<file path="src/rtl/timer_16bit_controller_if.sv">
// I/O bus, external clock pin and interrupt handshake between the CPU side
// and the 16-bit timer controller.
interface timer_16bit_controller_if;
    logic [5:0] io_addr;
    logic       io_wr;
    logic       io_rd;
    logic [7:0] io_wdata;
    logic [7:0] io_rdata;
    logic       t1_pin;
    logic       int_ack_ovf;
    logic       int_ack_cmp;
    logic       irq_ovf;
    logic       irq_cmp;

    modport master (
        output io_addr, io_wr, io_rd, io_wdata, t1_pin, int_ack_ovf, int_ack_cmp,
        input  io_rdata, irq_ovf, irq_cmp
    );

    modport slave (
        input  io_addr, io_wr, io_rd, io_wdata, t1_pin, int_ack_ovf, int_ack_cmp,
        output io_rdata, irq_ovf, irq_cmp
    );
endinterface

</file>
<file path="src/rtl/timer_16bit_controller.sv">
// Timer/Counter1 sequencing: prescaler, count/clear, compare/overflow flags and TEMP access.
// Optional external clock source on t1_pin is enabled by defining TIMER1_EXT_CLK_EN.
module timer_16bit_controller #(
    parameter int PRESCALE_W = 10
) (
    input  logic                         sysClock,
    input  logic                         system_reset,
    timer_16bit_controller_if.slave      bus
);
    localparam logic [5:0] ADDR_OCR1AL = 6'h2A;
    localparam logic [5:0] ADDR_OCR1AH = 6'h2B;
    localparam logic [5:0] ADDR_TCNT1L = 6'h2C;
    localparam logic [5:0] ADDR_TCNT1H = 6'h2D;
    localparam logic [5:0] ADDR_TCCR1B = 6'h2E;
    localparam logic [5:0] ADDR_TIFR   = 6'h38;
    localparam logic [5:0] ADDR_TIMSK  = 6'h39;

    logic [15:0]           tcnt_r;
    logic [15:0]           ocr_r;
    logic [7:0]            temp_r;
    logic [3:0]            tccr_r;
    logic [7:0]            timsk_r;
    logic                  ocf_r;
    logic                  tov_r;
    logic                  block_r;
    logic [PRESCALE_W-1:0] prescaler_r;
    logic [7:0]            rdata_r;

    logic        ext_rise_s;
    logic        ext_fall_s;
    logic        tick_s;
    logic        match_s;
    logic        tcnt_wr_s;
    logic        tifr_wr_s;
    logic [15:0] tcnt_next_s;
    logic        block_next_s;
    logic        ovf_set_s;
    logic        cmp_set_s;
    logic        ocf_clr_s;
    logic        tov_clr_s;

`ifdef TIMER1_EXT_CLK_EN
    logic t1_meta_r;
    logic t1_sync_r;
    logic t1_prev_r;

    // Two-flop synchroniser for t1_pin plus a delayed copy for edge detection.
    always_ff @(posedge sysClock) begin
        if (system_reset) begin
            t1_meta_r <= 1'b0;
            t1_sync_r <= 1'b0;
            t1_prev_r <= 1'b0;
        end else begin
            t1_meta_r <= bus.t1_pin;
            t1_sync_r <= t1_meta_r;
            t1_prev_r <= t1_sync_r;
        end
    end

    assign ext_rise_s = t1_sync_r & ~t1_prev_r;
    assign ext_fall_s = ~t1_sync_r & t1_prev_r;
`else
    assign ext_rise_s = 1'b0;
    assign ext_fall_s = 1'b0;
`endif

    assign tcnt_wr_s = bus.io_wr && (bus.io_addr == ADDR_TCNT1L);
    assign tifr_wr_s = bus.io_wr && (bus.io_addr == ADDR_TIFR);
    assign match_s   = (tcnt_r == ocr_r) && !block_r;

    // Clock-select decode; prescaler taps assume PRESCALE_W >= 10.
    always_comb begin
        tick_s = 1'b0;
        case (tccr_r[2:0])
            3'd0:    tick_s = 1'b0;
            3'd1:    tick_s = 1'b1;
            3'd2:    tick_s = &prescaler_r[2:0];
            3'd3:    tick_s = &prescaler_r[5:0];
            3'd4:    tick_s = &prescaler_r[7:0];
            3'd5:    tick_s = &prescaler_r[9:0];
            3'd6:    tick_s = ext_fall_s;
            3'd7:    tick_s = ext_rise_s;
            default: tick_s = 1'b0;
        endcase
    end

    // Counter next state: a CPU write beats a tick; the write arms a one-tick compare block.
    always_comb begin
        tcnt_next_s  = tcnt_r;
        block_next_s = block_r;
        ovf_set_s    = 1'b0;
        cmp_set_s    = 1'b0;
        if (tcnt_wr_s) begin
            tcnt_next_s  = {temp_r, bus.io_wdata};
            block_next_s = 1'b1;
        end else if (tick_s) begin
            block_next_s = 1'b0;
            if (tccr_r[3] && match_s) begin
                tcnt_next_s = 16'h0000;
                cmp_set_s   = 1'b1;
            end else if (tcnt_r == 16'hFFFF) begin
                tcnt_next_s = 16'h0000;
                ovf_set_s   = 1'b1;
                cmp_set_s   = match_s;
            end else begin
                tcnt_next_s = tcnt_r + 16'd1;
                cmp_set_s   = match_s;
            end
        end else begin
            tcnt_next_s = tcnt_r;
        end
    end

    assign ocf_clr_s = (tifr_wr_s && bus.io_wdata[4]) || bus.int_ack_cmp;
    assign tov_clr_s = (tifr_wr_s && bus.io_wdata[2]) || bus.int_ack_ovf;

    // Register file, flags, TEMP and prescaler state.
    always_ff @(posedge sysClock) begin
        if (system_reset) begin
            tcnt_r      <= 16'h0000;
            ocr_r       <= 16'h0000;
            temp_r      <= 8'h00;
            tccr_r      <= 4'h0;
            timsk_r     <= 8'h00;
            ocf_r       <= 1'b0;
            tov_r       <= 1'b0;
            block_r     <= 1'b0;
            prescaler_r <= '0;
        end else begin
            prescaler_r <= prescaler_r + 1'b1;
            tcnt_r      <= tcnt_next_s;
            block_r     <= block_next_s;
            ocf_r       <= (ocf_r & ~ocf_clr_s) | cmp_set_s;
            tov_r       <= (tov_r & ~tov_clr_s) | ovf_set_s;
            if (bus.io_wr && (bus.io_addr == ADDR_OCR1AL)) begin
                ocr_r <= {temp_r, bus.io_wdata};
            end
            if (bus.io_wr && (bus.io_addr == ADDR_TCCR1B)) begin
                tccr_r <= bus.io_wdata[3:0];
            end
            if (bus.io_wr && (bus.io_addr == ADDR_TIMSK)) begin
                timsk_r <= bus.io_wdata;
            end
            if (bus.io_wr && ((bus.io_addr == ADDR_TCNT1H) || (bus.io_addr == ADDR_OCR1AH))) begin
                temp_r <= bus.io_wdata;
            end else if (bus.io_rd && (bus.io_addr == ADDR_TCNT1L)) begin
                temp_r <= tcnt_r[15:8];
            end
        end
    end

    // Registered read data, held between reads.
    always_ff @(posedge sysClock) begin
        if (system_reset) begin
            rdata_r <= 8'h00;
        end else if (bus.io_rd) begin
            case (bus.io_addr)
                ADDR_TCNT1L: rdata_r <= tcnt_r[7:0];
                ADDR_TCNT1H: rdata_r <= temp_r;
                ADDR_OCR1AL: rdata_r <= ocr_r[7:0];
                ADDR_OCR1AH: rdata_r <= ocr_r[15:8];
                ADDR_TCCR1B: rdata_r <= {4'h0, tccr_r};
                ADDR_TIMSK:  rdata_r <= timsk_r;
                ADDR_TIFR:   rdata_r <= {3'b000, ocf_r, 1'b0, tov_r, 2'b00};
                default:     rdata_r <= 8'h00;
            endcase
        end else begin
            rdata_r <= rdata_r;
        end
    end

    assign bus.io_rdata = rdata_r;
    assign bus.irq_ovf  = tov_r & timsk_r[2];
    assign bus.irq_cmp  = ocf_r & timsk_r[4];
endmodule

</file>
<file path="src/flat_wrapper.sv">
// flat-port wrapper written by rule: the top's interface ports become plain ports
module timer_16bit_controller_flat 
#(
    parameter int PRESCALE_W = 10
)
  (sysClock, system_reset, bus_io_addr, bus_io_wr, bus_io_rd, bus_io_wdata, bus_t1_pin, bus_int_ack_ovf, bus_int_ack_cmp, bus_io_rdata, bus_irq_ovf, bus_irq_cmp);
  timer_16bit_controller_if bus_i ();
  input  logic sysClock;
  input  logic system_reset;
  input wire logic [$bits(bus_i.io_addr)-1:0] bus_io_addr;
  input wire logic [$bits(bus_i.io_wr)-1:0] bus_io_wr;
  input wire logic [$bits(bus_i.io_rd)-1:0] bus_io_rd;
  input wire logic [$bits(bus_i.io_wdata)-1:0] bus_io_wdata;
  input wire logic [$bits(bus_i.t1_pin)-1:0] bus_t1_pin;
  input wire logic [$bits(bus_i.int_ack_ovf)-1:0] bus_int_ack_ovf;
  input wire logic [$bits(bus_i.int_ack_cmp)-1:0] bus_int_ack_cmp;
  output wire logic [$bits(bus_i.io_rdata)-1:0] bus_io_rdata;
  output wire logic [$bits(bus_i.irq_ovf)-1:0] bus_irq_ovf;
  output wire logic [$bits(bus_i.irq_cmp)-1:0] bus_irq_cmp;
  assign bus_i.io_addr = bus_io_addr;
  assign bus_i.io_wr = bus_io_wr;
  assign bus_i.io_rd = bus_io_rd;
  assign bus_i.io_wdata = bus_io_wdata;
  assign bus_i.t1_pin = bus_t1_pin;
  assign bus_i.int_ack_ovf = bus_int_ack_ovf;
  assign bus_i.int_ack_cmp = bus_int_ack_cmp;
  assign bus_io_rdata = bus_i.io_rdata;
  assign bus_irq_ovf = bus_i.irq_ovf;
  assign bus_irq_cmp = bus_i.irq_cmp;
  timer_16bit_controller #(.PRESCALE_W(PRESCALE_W)) u_core (.sysClock(sysClock), .system_reset(system_reset), .bus(bus_i));
endmodule
</file>
<file path="config.mk">
export PLATFORM = sky130hd
export DESIGN_NAME = timer_16bit_controller_flat
export DESIGN_NICKNAME = d
export VERILOG_FILES = /design/src/rtl/timer_16bit_controller_if.sv /design/src/rtl/timer_16bit_controller.sv /design/src/flat_wrapper.sv
export SDC_FILE = /design/constraint.sdc
export NUM_CORES = 1
export LEC_CHECK = 0
export ABC_AREA = 1
export BUFFER_PORTS_ARGS = -buffer_cell sky130_fd_sc_hd__clkbuf_2
export CAP_MARGIN = 15
export CORE_MARGIN = 8
export CORE_UTILIZATION = 35
export CTS_CLUSTER_DIAMETER = 40
export DETAILED_ROUTE_END_ITERATION = 8
export PLACE_DENSITY_LB_ADDON = 0.25
export SYNTH_ARGS = -nofsm -noshare
export SYNTH_HDL_FRONTEND = slang
export SYNTH_SLANG_ARGS = --single-unit
</file>
<file path="constraint.sdc">
create_clock -name sysClock -period 1.8 [get_ports sysClock]
set_input_delay 0.36 -clock sysClock [delete_from_list [all_inputs] [get_ports sysClock]]
set_output_delay 0.36 -clock sysClock [all_outputs]
set_load 0.01 [all_outputs]
</file>
==> results.md <==
- The library cells used most frequently in the layout, excluding fill and tap cells, are nand2_1 (167), inv_1 (70), dfxtp_1 (68), a21oi_1 (59), o21ai_0 (56).
- The clock arrives with approximately 0.0044 ns of skew.
- The iteration count of the initial detailed-routing pass is 5.
- The shortest clock period the worst path allows after layout is about 1.7 ns.
- The via count of the first global-routing pass is between 3,000 and 4,000.
- The final wirelength is ~13,000 µm.
- The highest cell delay on the worst timing path is about 0.37 ns.
- The average instance area after synthesis is roughly 6.5 µm².
- The insertion delay to the later sink of the worst-skew pair is 0.34 ns.
- For this run the aggregate overflow at the end of global routing stands at 0.
- The number of pins with negative max-slew slack in the final report is 0.
- STA puts the critical path data required time at between 2 and 2.5 ns.
- Synthesis produced a netlist with a net count of around 660.
- IR analysis of the VDD net gives a maximum drop of between 500 and 600 µV.
- The commonest non-fill, non-tap cell in the layout is nand2_1.
- STA classifies the critical path endpoint as a register.
- The largest individual stage delay along the critical path comes from the cell dfxtp_2.
- The floorplan step defined a die boundary enclosing 15,600 µm².
- The number of distinct library cell variants in the gate-level netlist after synthesis is 35.
- The cell occurring most often along the worst timing path is nand2_1.
- The TritonCTS sink count is 73.
- The critical path launch point type is a register.
- The root cell of the clock tree is clkbuf_16.
- In this run, CTS created clock tree buffers numbering 9.
- The transition at the pin with the smallest max-transition slack is 0.349 ns.
- Of the synthesized area, sequential elements account for 0.353.
- The area growth from synthesis to layout is 21.0%.
- The final hold violation count is 0.
- Total power for the finished layout comes to around 0.004 W.
- After detailed routing, the number of remaining DRC violations is 0.
- The number of antenna violations at the first check in global routing came to 0.
- Traced cell by cell, the critical path runs through ha_2, nand2_2, inv_2, nand2_4, nor2_4, nand3_4, nand2_8, buf_6, a21oi_1, nand2_1, nand3_1, nand2_1, inv_1.
- The total routing resource utilization after global routing is 0.159.
- The global-route wire length before repair is a little over 20,000 µm.
- The final cell count without fillers is between 800 and 900.
- Across all layers, the routed design uses approximately 4,200 vias.
- For this run, the top clock speed supported by timing is 0.583 GHz.
- The Yosys step of the flow raised 0 warnings.
- The count of port buffers added during placement is 29.
- The number of storage elements in the synthesis netlist is 73.
- Entering global routing, the biggest net connects between 50 and 60 pins.
- The antenna cell count is 0.
- STA puts the critical path data arrival time at 1.96 ns.
- The combined area of all synthesized cells is between 4000 and 5000 µm².
- In this run the deepest clock path goes through 2 buffers.
- Of the available clock period, the critical path in the final layout requires 0.952.
- Max-cap violations in this run came to 0.
- The HPWL after detailed placement is about 9400 µm.
- At the end of the flow, the number of nets in the layout was just over 700.
- The leakage dissipation is between 2 and 2.5 nW.
- The final weighted congestion in routability-driven placement is a little under 0.9.
- TritonCTS built the clock tree.
- Counting every instance in the synthesized netlist gives roughly 630.
- The share of synthesized area in the top cell type comes to 0.353.
- The fraction of final layout cells sized beyond drive strength 1 is 0.185.
- The floorplan has 39 rows.
- Dividing the detail-routed wire length by the instance count gives about 16 µm.
- The I/O pin total is 31.
- For this configuration, the core starts out at a cell density of 0.361.
- The clock tree synthesis step divided the H-tree into 3 levels.
- Of all nets on the critical path, the largest fanout is 9.
- The most area-hungry cell type in the Yosys netlist is dfxtp_1.
- From left edge to right edge, the die measures 125 µm.
- In this run the remaining antenna-violating nets after routing total 0.
- The initial detailed-routing violation count is around 330.
- The detail-routed via count per cell is around 5.1.
- The number of placed instances, taps included, is between 800 and 900.
- After clock tree synthesis, the clock-pin slew on the worst setup and hold paths is 0.06 ns.
- The flow ran to the end, and the final reports show no timing, DRC or antenna violations.
- The core region area is 11,500 µm².
- The type of the most critical hold path is in -> reg.
- Dividing total power by cell area gives a power density of 814 nW/µm².
- The setup TNS is 0 ns.
- By area the synthesized netlist is led by dfxtp_1 (35%), nand2_1 (15%), a21oi_1 (7.4%).
- The vertical die dimension is between 100 and 150 µm.
- The number of endpoints failing setup at the final stage is 0.
- Headroom to the max-slew limit came out at 0.766.
- The worst setup path category is reg -> reg.
worst paths after layout:
path	startpoint	end	slack (ns)	cells after the start
setup / recovery	u_core.tcnt_r[1]	u_core.tcnt_r[11]	0.09	13
hold / removal	bus_int_ack_cmp	u_core.ocf_r	0.29	3
setup reg to reg	u_core.tcnt_r[1]	u_core.tcnt_r[11]	0.09	13
hold reg to reg	u_core.timsk_r[5]	u_core.timsk_r[5]	0.45	2
cells by family (layout without fill, tap and decap cells):
group,after synthesis,count (layout),synth area share
AND/OR/NAND/NOR,298,299,0.322
flip-flops,73,73,0.353
AO/OA/AOI/OAI,140,140,0.174
adder cells (fa/ha/maj),3,3,0.00906
XOR/XNOR,14,14,0.0296
buffers and inverters,105,158,0.113
registers in the layout (all words and copies together) (netlist names):
name,flops
u_core.ocf_r,1
u_core.ocr_r,16
u_core.tov_r,1
u_core.tcnt_r,16
u_core.timsk_r,8
u_core.temp_r,8
u_core.block_r,1
u_core.prescaler_r,10
u_core.bus.io_rdata,8
u_core.tccr_r,4
repair_timing:
action / in CTS / in global routing
pin swaps: 1 / 6
hold buffers: 0 / 0
resized for setup: 2 / 23
cloned: 0 / 1
buffers inserted: 1 / 5
setup endpoints to repair: 11 / 18
synth_stat cells (all sizes together):
library cell and instances:
o21ai 65, xnor2 5, buf 13, and2 1, o211ai 2, nand3b 3, a21oi 61, nor3 11
a31oi 8, clkbuf 9, o22ai 4, and3 1, inv 83, dfxtp 73, nand4 5, xor2 9
nor2 68, ha 3, nand3 33, nand2 176
report_power, final:
| group | internal [W] | leakage (nW) | switching [W] |
|---|---|---|---|
| Combinational | 0.0000911 | 1.29 | 0.000171 |
| Clock | 0.00143 | 0.173 | 0.000724 |
| Sequential | 0.00164 | 0.591 | 0.0000264 |
area by class of cell:
class	count	area [µm²]
Sequential cell	73	1470
Timing Repair Buffer	59	387
Multi-Input combinational cell	456	2310
Fill cell	1156	6450
Clock buffer	12	256
Tap cell	143	179
Clock inverter	4	98.8
Inverter	83	315
stage by stage:
step           setup WS, ns  hold WS (ns)  cell area (µm²)   util
6_report             0.0862         0.293             5010  0.437
5_1_grt             -0.0289         0.325             5010  0.437
4_1_cts              0.0573         0.294             4870  0.425
3_5_place_dp        -0.0292         0.450             4500  0.393
3_3_place_gp         0.0530         0.444             4500  0.393
2_1_floorplan         0.264         0.418             4140      -
metal layers:
metal | up-vias | routed length (µm) | track usage
met5 | - | 0 | 0
met4 | 0 | 223 | 0.0524
met3 | 19 | 801 | 0.0374
met2 | 133 | 5920 | 0.254
met1 | 1931 | 5960 | 0.206
li1 | 2135 | - | -
critical path, delay by kind of cell (launching register included):
family                   cells  cell delay [ns]
AO/OA/AOI/OAI                1             0.05
adder cells (fa/ha/maj)      1             0.20
buffers and inverters        3             0.28
flip-flops                   1             0.37
AND/OR/NAND/NOR              8             0.72
Note: power is estimated with default switching activity, not from simulation.
